==> src/rtl/spi_peripheral_command_parser.sv <==
// spi_peripheral_command_parser: SPI mode-0 peripheral that decodes a 16-bit header
// and turns the frame into burst write/read strobes on the system clock.
module spi_peripheral_command_parser #(
    parameter int ADDRESS_WIDTH = 4,
    parameter int DATA_WIDTH    = 32,
    parameter int LEN_WIDTH     = 5,
    parameter int READ_LATENCY  = 8
) (
    input  logic                     clock,
    input  logic                     reset,
    input  logic                     sclk,
    input  logic                     cs_n,
    input  logic                     mosi,
    output logic                     miso,
    output logic [ADDRESS_WIDTH-1:0] spi_write_address,
    output logic                     spi_write_address_valid,
    output logic [DATA_WIDTH-1:0]    spi_write_data,
    output logic                     spi_write_strobe,
    output logic [LEN_WIDTH-1:0]     spi_write_burst_length,
    output logic [ADDRESS_WIDTH-1:0] spi_read_address,
    output logic                     spi_read_address_valid,
    input  logic [DATA_WIDTH-1:0]    spi_read_data,
    output logic                     spi_read_strobe,
    output logic [LEN_WIDTH-1:0]     spi_read_burst_length,
    output logic                     busy,
    output logic [7:0]               error_count
);
    localparam int CNT_W = $clog2(DATA_WIDTH > 16 ? DATA_WIDTH : 16);
    localparam int CW    = LEN_WIDTH + 1;
    localparam logic [CNT_W-1:0] HDR_LAST   = CNT_W'(15);
    localparam logic [CNT_W-1:0] DUMMY_LAST = CNT_W'(7);
    localparam logic [CNT_W-1:0] WORD_LAST  = CNT_W'(DATA_WIDTH - 1);

    typedef enum logic [2:0] {IDLE, HEADER, WRITE_DATA, TURNAROUND, READ_DATA, DRAIN} state_t;
    state_t r_state, w_next;

    logic [1:0]              r_sclk_sync, r_cs_sync, r_mosi_sync;
    logic                    r_sclk_d, r_cs_d;
    logic [CNT_W-1:0]        r_bit_cnt;
    logic [DATA_WIDTH-2:0]   r_shift;
    logic [CW-1:0]           r_word_cnt;
    logic [DATA_WIDTH-1:0]   r_prefetch, r_miso_sh;
    logic [READ_LATENCY-1:0] r_pipe;
    logic                    r_miso;

    logic                     w_mosi, w_sclk_rise, w_sclk_fall, w_cs_rise, w_cs_fall;
    logic                     w_bit_last, w_tick, w_abort, w_err;
    logic                     w_hdr_done, w_wr_word, w_rd_load, w_rd_word;
    logic                     w_hdr_wr;
    logic [LEN_WIDTH-1:0]     w_hdr_len;
    logic [ADDRESS_WIDTH-1:0] w_hdr_addr;
    logic [CW-1:0]            w_len;

    assign w_mosi      = r_mosi_sync[1];
    assign w_sclk_rise = r_sclk_sync[1] & ~r_sclk_d;
    assign w_sclk_fall = ~r_sclk_sync[1] & r_sclk_d;
    assign w_cs_rise   = r_cs_sync[1] & ~r_cs_d;
    assign w_cs_fall   = ~r_cs_sync[1] & r_cs_d;
    // Header bit 0 is still on mosi when the 16th rising edge is seen
    assign w_hdr_wr    = r_shift[14];
    assign w_hdr_len   = r_shift[13 -: LEN_WIDTH];
    assign w_hdr_addr  = {r_shift[ADDRESS_WIDTH-2:0], w_mosi};
    assign miso        = r_miso & ~r_cs_sync[1];

    always_ff @(posedge clock) begin
        if (reset) begin
            r_sclk_sync <= 2'b00;
            r_cs_sync   <= 2'b11;
            r_mosi_sync <= 2'b00;
            r_sclk_d    <= 1'b0;
            r_cs_d      <= 1'b1;
        end else begin
            r_sclk_sync <= {r_sclk_sync[0], sclk};
            r_cs_sync   <= {r_cs_sync[0], cs_n};
            r_mosi_sync <= {r_mosi_sync[0], mosi};
            r_sclk_d    <= r_sclk_sync[1];
            r_cs_d      <= r_cs_sync[1];
        end
    end

    always_ff @(posedge clock) begin
        if (reset) r_state <= IDLE;
        else r_state <= w_next;
    end

    always_comb begin
        w_next = r_state;
        if (r_state != IDLE && w_cs_rise) w_next = IDLE;
        else if (r_state == IDLE && w_cs_fall) w_next = HEADER;
        else if (w_hdr_done) w_next = w_hdr_len == '0 ? DRAIN : (w_hdr_wr ? WRITE_DATA : TURNAROUND);
        else if (w_rd_load && r_state == TURNAROUND) w_next = READ_DATA;
    end

    always_comb begin
        busy       = r_state != IDLE;
        w_len      = {1'b0, r_state == WRITE_DATA ? spi_write_burst_length : spi_read_burst_length};
        w_bit_last = (r_state == HEADER && r_bit_cnt == HDR_LAST)
                  || (r_state == TURNAROUND && r_bit_cnt == DUMMY_LAST)
                  || ((r_state == WRITE_DATA || r_state == READ_DATA) && r_bit_cnt == WORD_LAST);
        w_tick     = w_sclk_rise && !w_cs_rise && w_bit_last;
        w_hdr_done = w_tick && r_state == HEADER;
        w_wr_word  = w_tick && r_state == WRITE_DATA;
        w_rd_load  = w_tick && (r_state == TURNAROUND || r_state == READ_DATA);
        w_rd_word  = w_tick && r_state == READ_DATA;
        w_abort    = w_cs_rise && r_bit_cnt != '0 && r_state != IDLE && r_state != DRAIN;
        w_err      = (w_hdr_done && w_hdr_len == '0) || (w_wr_word && r_word_cnt >= w_len)
                  || (w_rd_word && r_word_cnt > w_len) || w_abort;
    end

    always_ff @(posedge clock) begin
        if (reset) begin
            spi_write_address       <= '0;
            spi_write_address_valid <= 1'b0;
            spi_write_data          <= '0;
            spi_write_strobe        <= 1'b0;
            spi_write_burst_length  <= LEN_WIDTH'(1);
            spi_read_address        <= '0;
            spi_read_address_valid  <= 1'b0;
            spi_read_strobe         <= 1'b0;
            spi_read_burst_length   <= LEN_WIDTH'(1);
            error_count             <= 8'd0;
            r_bit_cnt               <= '0;
            r_shift                 <= '0;
            r_word_cnt              <= '0;
            r_prefetch              <= '0;
            r_miso_sh               <= '0;
            r_pipe                  <= '0;
            r_miso                  <= 1'b0;
        end else begin
            spi_write_strobe        <= 1'b0;
            spi_write_address_valid <= 1'b0;
            spi_read_strobe         <= 1'b0;
            spi_read_address_valid  <= 1'b0;
            r_pipe <= (r_pipe << 1) | READ_LATENCY'(spi_read_strobe);
            if (r_pipe[READ_LATENCY-1]) r_prefetch <= spi_read_data;
            if (w_err && error_count != 8'hFF) error_count <= error_count + 8'd1;
            if (r_state == IDLE) begin
                r_bit_cnt  <= '0;
                r_shift    <= '0;
                r_word_cnt <= '0;
                r_miso_sh  <= '0;
                r_miso     <= 1'b0;
            end else begin
                if (w_sclk_rise) begin
                    r_shift   <= {r_shift[DATA_WIDTH-3:0], w_mosi};
                    r_bit_cnt <= w_bit_last ? '0 : r_bit_cnt + CNT_W'(1);
                end
                if (w_sclk_fall) begin
                    r_miso    <= r_miso_sh[DATA_WIDTH-1];
                    r_miso_sh <= {r_miso_sh[DATA_WIDTH-2:0], 1'b0};
                end
            end
            if (w_hdr_done && w_hdr_wr) begin
                spi_write_address      <= w_hdr_addr;
                spi_write_burst_length <= w_hdr_len;
            end
            if (w_hdr_done && !w_hdr_wr) begin
                spi_read_address       <= w_hdr_addr;
                spi_read_burst_length  <= w_hdr_len;
                spi_read_strobe        <= w_hdr_len != '0;
                spi_read_address_valid <= w_hdr_len != '0;
            end
            // Word counters stop one past the length so the compares never wrap
            if ((w_wr_word || w_rd_load) && r_word_cnt <= w_len) r_word_cnt <= r_word_cnt + CW'(1);
            if (w_wr_word && r_word_cnt < w_len) begin
                spi_write_strobe        <= 1'b1;
                spi_write_address_valid <= r_word_cnt == '0;
                spi_write_data          <= {r_shift, w_mosi};
            end
            if (w_rd_load) begin
                r_miso_sh       <= r_word_cnt < w_len ? r_prefetch : '0;
                spi_read_strobe <= r_word_cnt + CW'(1) < w_len;
            end
        end
    end
endmodule

==> config.mk <==
export PLATFORM = sky130hd
export DESIGN_NAME = spi_peripheral_command_parser
export DESIGN_NICKNAME = d
export VERILOG_FILES = /design/src/rtl/spi_peripheral_command_parser.sv
export SDC_FILE = /design/constraint.sdc
export NUM_CORES = 1
export LEC_CHECK = 0
export BUFFER_PORTS_ARGS = -buffer_cell sky130_fd_sc_hd__buf_2
export CAP_MARGIN = 0
export CORE_MARGIN = 1.5
export CORE_UTILIZATION = 60
export DETAILED_ROUTE_END_ITERATION = 12
export PLACE_DENSITY = 0.91
export SYNTH_ARGS = -nofsm -noshare
export SYNTH_HDL_FRONTEND = slang
export SYNTH_SLANG_ARGS = --single-unit
==> constraint.sdc <==
create_clock -name clock -period 4.7 [get_ports clock]
set_input_delay 0.94 -clock clock [delete_from_list [all_inputs] [get_ports clock]]
set_output_delay 0.94 -clock clock [all_outputs]
set_load 0.01 [all_outputs]
After elaboration in Yosys (flattened, before gate mapping) --
Cells that the tools add are included.
Word-level totals: register bits after elaboration 188, output and inout port bits 64, word-level logic and storage cells 115
Operators by class: add/subtract/negate cells 3, $lt $le $gt $ge 5, equal/unequal tests 9, muxes and demuxes 16, bitwise logic cells 11, reduce and logical (&&, ||, !) cells 47
Operators with widths (count):
- $mux W32 | 4
- $logic_and A1 B1 Y1 | 23
- $lt A6 B5 Y1 | 2
- $mux W6 | 2
- $mux W5 | 2
- $reduce_bool A5 Y1 | 2
- $mux W3 | 3
- $reduce_bool A3 Y1 | 3
- $add A8 B1 Y8 const B | 1
- $logic_or A1 B1 Y1 | 8
- $ne A8 B8 Y1 const B | 1
- $or A8 B1 Y8 | 1
- $add A6 B1 Y6 const B | 1
- $eq A3 B2 Y1 const B | 2
- $ge A6 B5 Y1 | 1
- $gt A6 B5 Y1 | 1
- $le A6 B5 Y1 | 1
- $logic_not A6 Y1 | 1
- $reduce_or A2 Y1 | 3
- $add A5 B1 Y5 const B | 1
- $and A1 B1 Y1 | 5
- $eq A5 B3 Y1 const B | 1
- $eq A5 B4 Y1 const B | 1
- $eq A5 B5 Y1 const B | 1
- other kinds (10) | 20

Longest topological paths before layout --
depth in word-level cells 11, gate-level depth with buffers 12

Worst setup path before layout --
Ideal clock, no wire load.
path type register to register, from register r_state[1], to register spi_write_data[10], arrival 2.806 ns, data required time 4.572 ns, setup slack 1.767 ns, cell stages (with the launch flop) 13, path buffers 2, clock period less this slack 2.933 ns, cells stage by stage dfxtp_1 -> buf_4 -> nor3b_4 -> mux2_2 -> ha_1 -> nand2b_1 -> a21oi_1 -> nor4_1 -> or3_1 -> nand3_1 -> buf_2 -> mux2i_1 -> nor2_1
On the way: word-level cells in the longest chain between the ends 7
Ends and longest elaborated chain:
- from (decl) | RTL line 35 | state_t r_state, w_next;
- from (signal assigned) | RTL line 83 | else r_state <= w_next;
- branches (longest 6 deep; another with $lt A6 B5 Y1)
- $logic_and A1 B1 Y1 (*) | RTL line 165 | if (w_wr_word && r_word_cnt < w_len) begin
- to (signal assigned) | RTL line 168 | spi_write_data <= {r_shift, w_mosi};
- to (decl) | RTL line 17 | output logic [DATA_WIDTH-1:0] spi_write_data,
Every way passes the cells marked *. A chain may end at the register's enable or synchronous reset.

Final worst setup path --
from register r_state[1], to register error_count[7]
On the way: word-level cells in the longest chain between the ends 11
Ends and longest elaborated chain:
- branches (longest 9 deep; another with $ge A6 B5 Y1)
- $logic_or A1 B1 Y1 (*) | RTL line 107 | || (w_rd_word && r_word_cnt > w_len) || w_abort;
- $logic_and A1 B1 Y1 (*) | RTL line 136 | if (w_err && error_count != 8'hFF) error_count <= error_count + 8'd1;
- to (signal assigned) | RTL line 136
- to (decl) | RTL line 26 | output logic [7:0] error_count
Marked as above.

==> impl_metrics.json <==
{
  "power_density_mw_per_mm2": 363,
  "worstPathArrival_ns": 3.88,
  "tns_ns": 0,
  "cts_hold_repair.buffers": 0,
  "antenna_cells": 0,
  "yosysWarnings": 0,
  "cp_top_family": "simple AND/OR/NAND/NOR gates",
  "syn_nets": 856,
  "tightest_slew_ns": 1.10,
  "fp.dieArea_sq_mm": 0.0131,
  "reg2reg_depth": 10,
  "crit_required_ns": 5.06,
  "setup_viol": 0,
  "clock.fmax_mhz": 284,
  "cp-start-kind": "flip-flop",
  "met3_length_um": 1110,
  "path_clk_slew_ns": 0.07,
  "htree_levels": 4,
  "synthCells": 804,
  "drc": 0,
  "syn_area_sq_mm": 0.00748,
  "hp-class": "reg -> reg",
  "outcome": "finished, final reports clean",
  "relSlewSlack_pct": 26.0,
  "areaGrowthSynthToFinish_pct": 15.5,
  "synthFlopType": "dfxtp_1",
  "layout-drive-gt1-share_pct": 17.8,
  "grt_max_degree": 86,
  "ant_nets": 0,
  "clock-skew-final_ns": 0.00886,
  "ys_ff_latch": 188,
  "p_total_w": 0.00314,
  "finalCriticalPeriod_ns": 3.52,
  "num_vias": 6047,
  "yosysTopAreaCell": "dfxtp_1",
  "max_stage_delay_ns": 0.56,
  "critPathSlowestCell": "or4_1",
  "antenna_found_initial": 0,
  "post_cts_buffers": 0,
  "hpwlAfterDp_um": 10600,
  "cts_buffers": 17,
  "wl_per_cell_um": 15.6,
  "first_global_vias": 5587,
  "ys_seq_area_share_pct": 50.3,
  "die_w_um": 115,
  "path_cells": "nor3b_4, mux2_2, ha_1, nand2b_1, a21oi_1, nor4_1, nor3_1, a21oi_2, or4_1, a21oi_1",
  "path_max_fanout": 15,
  "die_h_um": 115,
  "wl_met1_um": 7120,
  "whs_path_depth": 1,
  "synth_async_sr_flop_share_pct": 0,
  "peakVddDrop_uv": 279,
  "gp_congestion": 0.864,
  "cts_root_buf": "clkbuf_16",
  "cts_resized": 0,
  "clkLatencyLatePin_ns": 0.43,
  "drv_slew": 0,
  "initial_core_util_pct": 62.0,
  "period_share_pct": 74.9,
  "yosysTopAreaCellShare_pct": 50.3,
  "fillers": 847,
  "routed-wl-met2_um": 7920,
  "ys_top_cells_by_area": "dfxtp_1 50%, mux2i_1 12%, nor2_1 6.5%, nand2_1 3.8%, a221oi_1 3.4%",
  "grt_pass1_wl_um": 26600,
  "crit_top_cell": "a21oi_1",
  "crit_cells": 10,
  "synthDistinctLibCells": 59,
  "max_cap_violations": 0,
  "p_leak_nw": 3.68,
  "final_hold_viol_count": 0,
  "nets": 930,
  "cts_tree": "yes",
  "routed_via_density": 5.71,
  "path_buf_inv": 0,
  "place.port_buffers": 100,
  "timing.critical_path.to_type": "flip-flop",
  "drt-total-wl_um": 16500,
  "drtIter0Drc": 540,
  "worstSetupPathType": "reg -> reg",
  "syn-mean-instance-area_sq_um": 9.30,
  "overflow": 0,
  "grt.total_usage_pct": 25.6,
  "clock_path_buffers": 2,
  "cts_sinks": 188,
  "synth_edf_count": 0,
  "ios": 101,
  "rows": 40,
  "rsz0062_at_grt": "false",
  "highest_layer": "met4",
  "coreArea_sq_mm": 0.0121,
  "firstDrtPassIters": 5
}
==> kinds of logic (layout without fill, tap and decap cells) <==
| group | count (synthesis) | in the layout | synth area share, % |
|---|---|---|---|
| mux | 89 | 89 | 12.0 |
| flops | 188 | 188 | 50.3 |
| simple gates | 324 | 324 | 20.1 |
| fa+ha+maj | 16 | 16 | 2.64 |
| xor+xnor | 8 | 8 | 0.937 |
| buf+inv | 65 | 152 | 3.65 |
| compound gates | 114 | 114 | 10.4 |
==> state kept, by name, summed over array words and instances (netlist names), 2 cells and up <==
signal and cells:
r_miso_sh 32, r_prefetch 32, spi_write_data 32, r_shift 31
error_count 8, r_pipe 8, r_word_cnt 6, r_bit_cnt 5
spi_read_burst_length 5, spi_write_burst_length 5, spi_read_address 4, spi_write_address 4
r_state 3, r_cs_sync 2, r_mosi_sync 2, r_sclk_sync 2
==> per-layer routing <==
layer / up-vias / global-route usage, %
met3: 28 / 7.83
li1: 2941 / -
met2: 167 / 41.4
met1: 2911 / 32.5
met4: 0 / 8.75
met5: - / 0
==> stage by stage <==
| stage | utilization (%) | std cells | hold WS (ns) | instance area, sq um | setup WS, ns |
|---|---|---|---|---|---|
| finish | 71.6 | 1059 | 0.420 | 8640 | 1.18 |
| global route | 71.6 | 1059 | 0.436 | 8640 | 0.896 |
| CTS | 71.6 | 1059 | 0.424 | 8640 | 1.20 |
| detailed placement | 66.7 | 1027 | 0.405 | 8050 | 1.25 |
| global placement | 66.7 | 1027 | 0.405 | 8050 | 1.36 |
| floorplan | - | 804 | 0.389 | 7480 | 1.77 |
==> path summary, 6_finish.rpt <==
check | startpoint | to | slack, ns
setup / recovery | r_state[1]$_SDFFE_PP0P_ | error_count[7]$_SDFFE_PP0P_ | 1.18
setup reg to reg | r_state[1]$_SDFFE_PP0P_ | error_count[7]$_SDFFE_PP0P_ | 1.18
hold / removal | r_cs_sync[0]$_SDFF_PP1_ | r_cs_sync[1]$_SDFF_PP1_ | 0.42
hold reg to reg | r_cs_sync[0]$_SDFF_PP1_ | r_cs_sync[1]$_SDFF_PP1_ | 0.42
==> worst reg2reg max path, stage by stage, from the launching register on <==
cell      delay, ns
dfxtp_1        0.50
nor3b_4        0.46
mux2_2         0.41
ha_1           0.18
nand2b_1       0.13
a21oi_1        0.21
nor4_1         0.09
nor3_1         0.50
a21oi_2        0.27
or4_1          0.56
a21oi_1        0.14
==> power breakdown <==
| group | switching, W | total [W] | internal, W |
|---|---|---|---|
| logic | 0.0000657 | 0.0000993 | 0.0000336 |
| clock network | 0.000632 | 0.00143 | 0.000793 |
| registers | 0.00000859 | 0.00161 | 0.00160 |
| total | 0.000706 | 0.00314 | 0.00243 |
==> area by class of cell <==
class	instances	area (sq um)	share of cell area, %
multi-input cells	551	3460	40.1
clock inverters	15	165	1.91
flip-flops and latches	188	3760	43.6
well taps	168	210	2.43
inverters	11	41.3	0.478
repair buffers	109	571	6.60
clock buffers	17	425	4.92
==> cell usage in the layout, fill, tap and decap left out, types with 3 or more instances in the layout <==
cell type     n
a211oi_1      6
a21oi_1      44
a221oi_1     29
and3_1        6
buf_2        99
buf_4        10
clkbuf_16    17
clkinvlp_4    5
dfxtp_1     187
ha_1         15
inv_1        11
inv_6         3
mux2i_1      87
nand2_1      76
nand2b_1      9
nand3_1       9
nand3b_1      3
nand4_1       4
nor2_1      130
nor2b_1      17
nor3_1       38
nor3b_1       3
o21ai_0      13
or2_2         4
or3_1         8
xnor2_1       4
xor2_1        4
==> synthesized netlist by cell type (2+ instances only) <==
library cell / number
a211oi_1: 6
nor3b_1: 3
buf_4: 4
nor4_1: 2
nand3_1: 10
and2_1: 2
xor2_1: 4
and4b_1: 2
buf_2: 11
mux2i_1: 87
a221oi_1: 29
or2_2: 4
dfxtp_1: 188
nor2_1: 130
xnor2_1: 4
o41ai_1: 2
a41o_1: 2
nand4_1: 4
nand2_1: 76
nor2b_1: 18
and3_1: 6
inv_1: 11
a21oi_1: 44
ha_1: 15
or4_1: 2
nor3_1: 38
a211o_1: 2
nand2b_1: 9
o21ai_0: 13
clkbuf_1: 31
buf_1: 8
nand3b_1: 3
or3_1: 8
No activity file was read; power rests on OpenSTA's default activity.
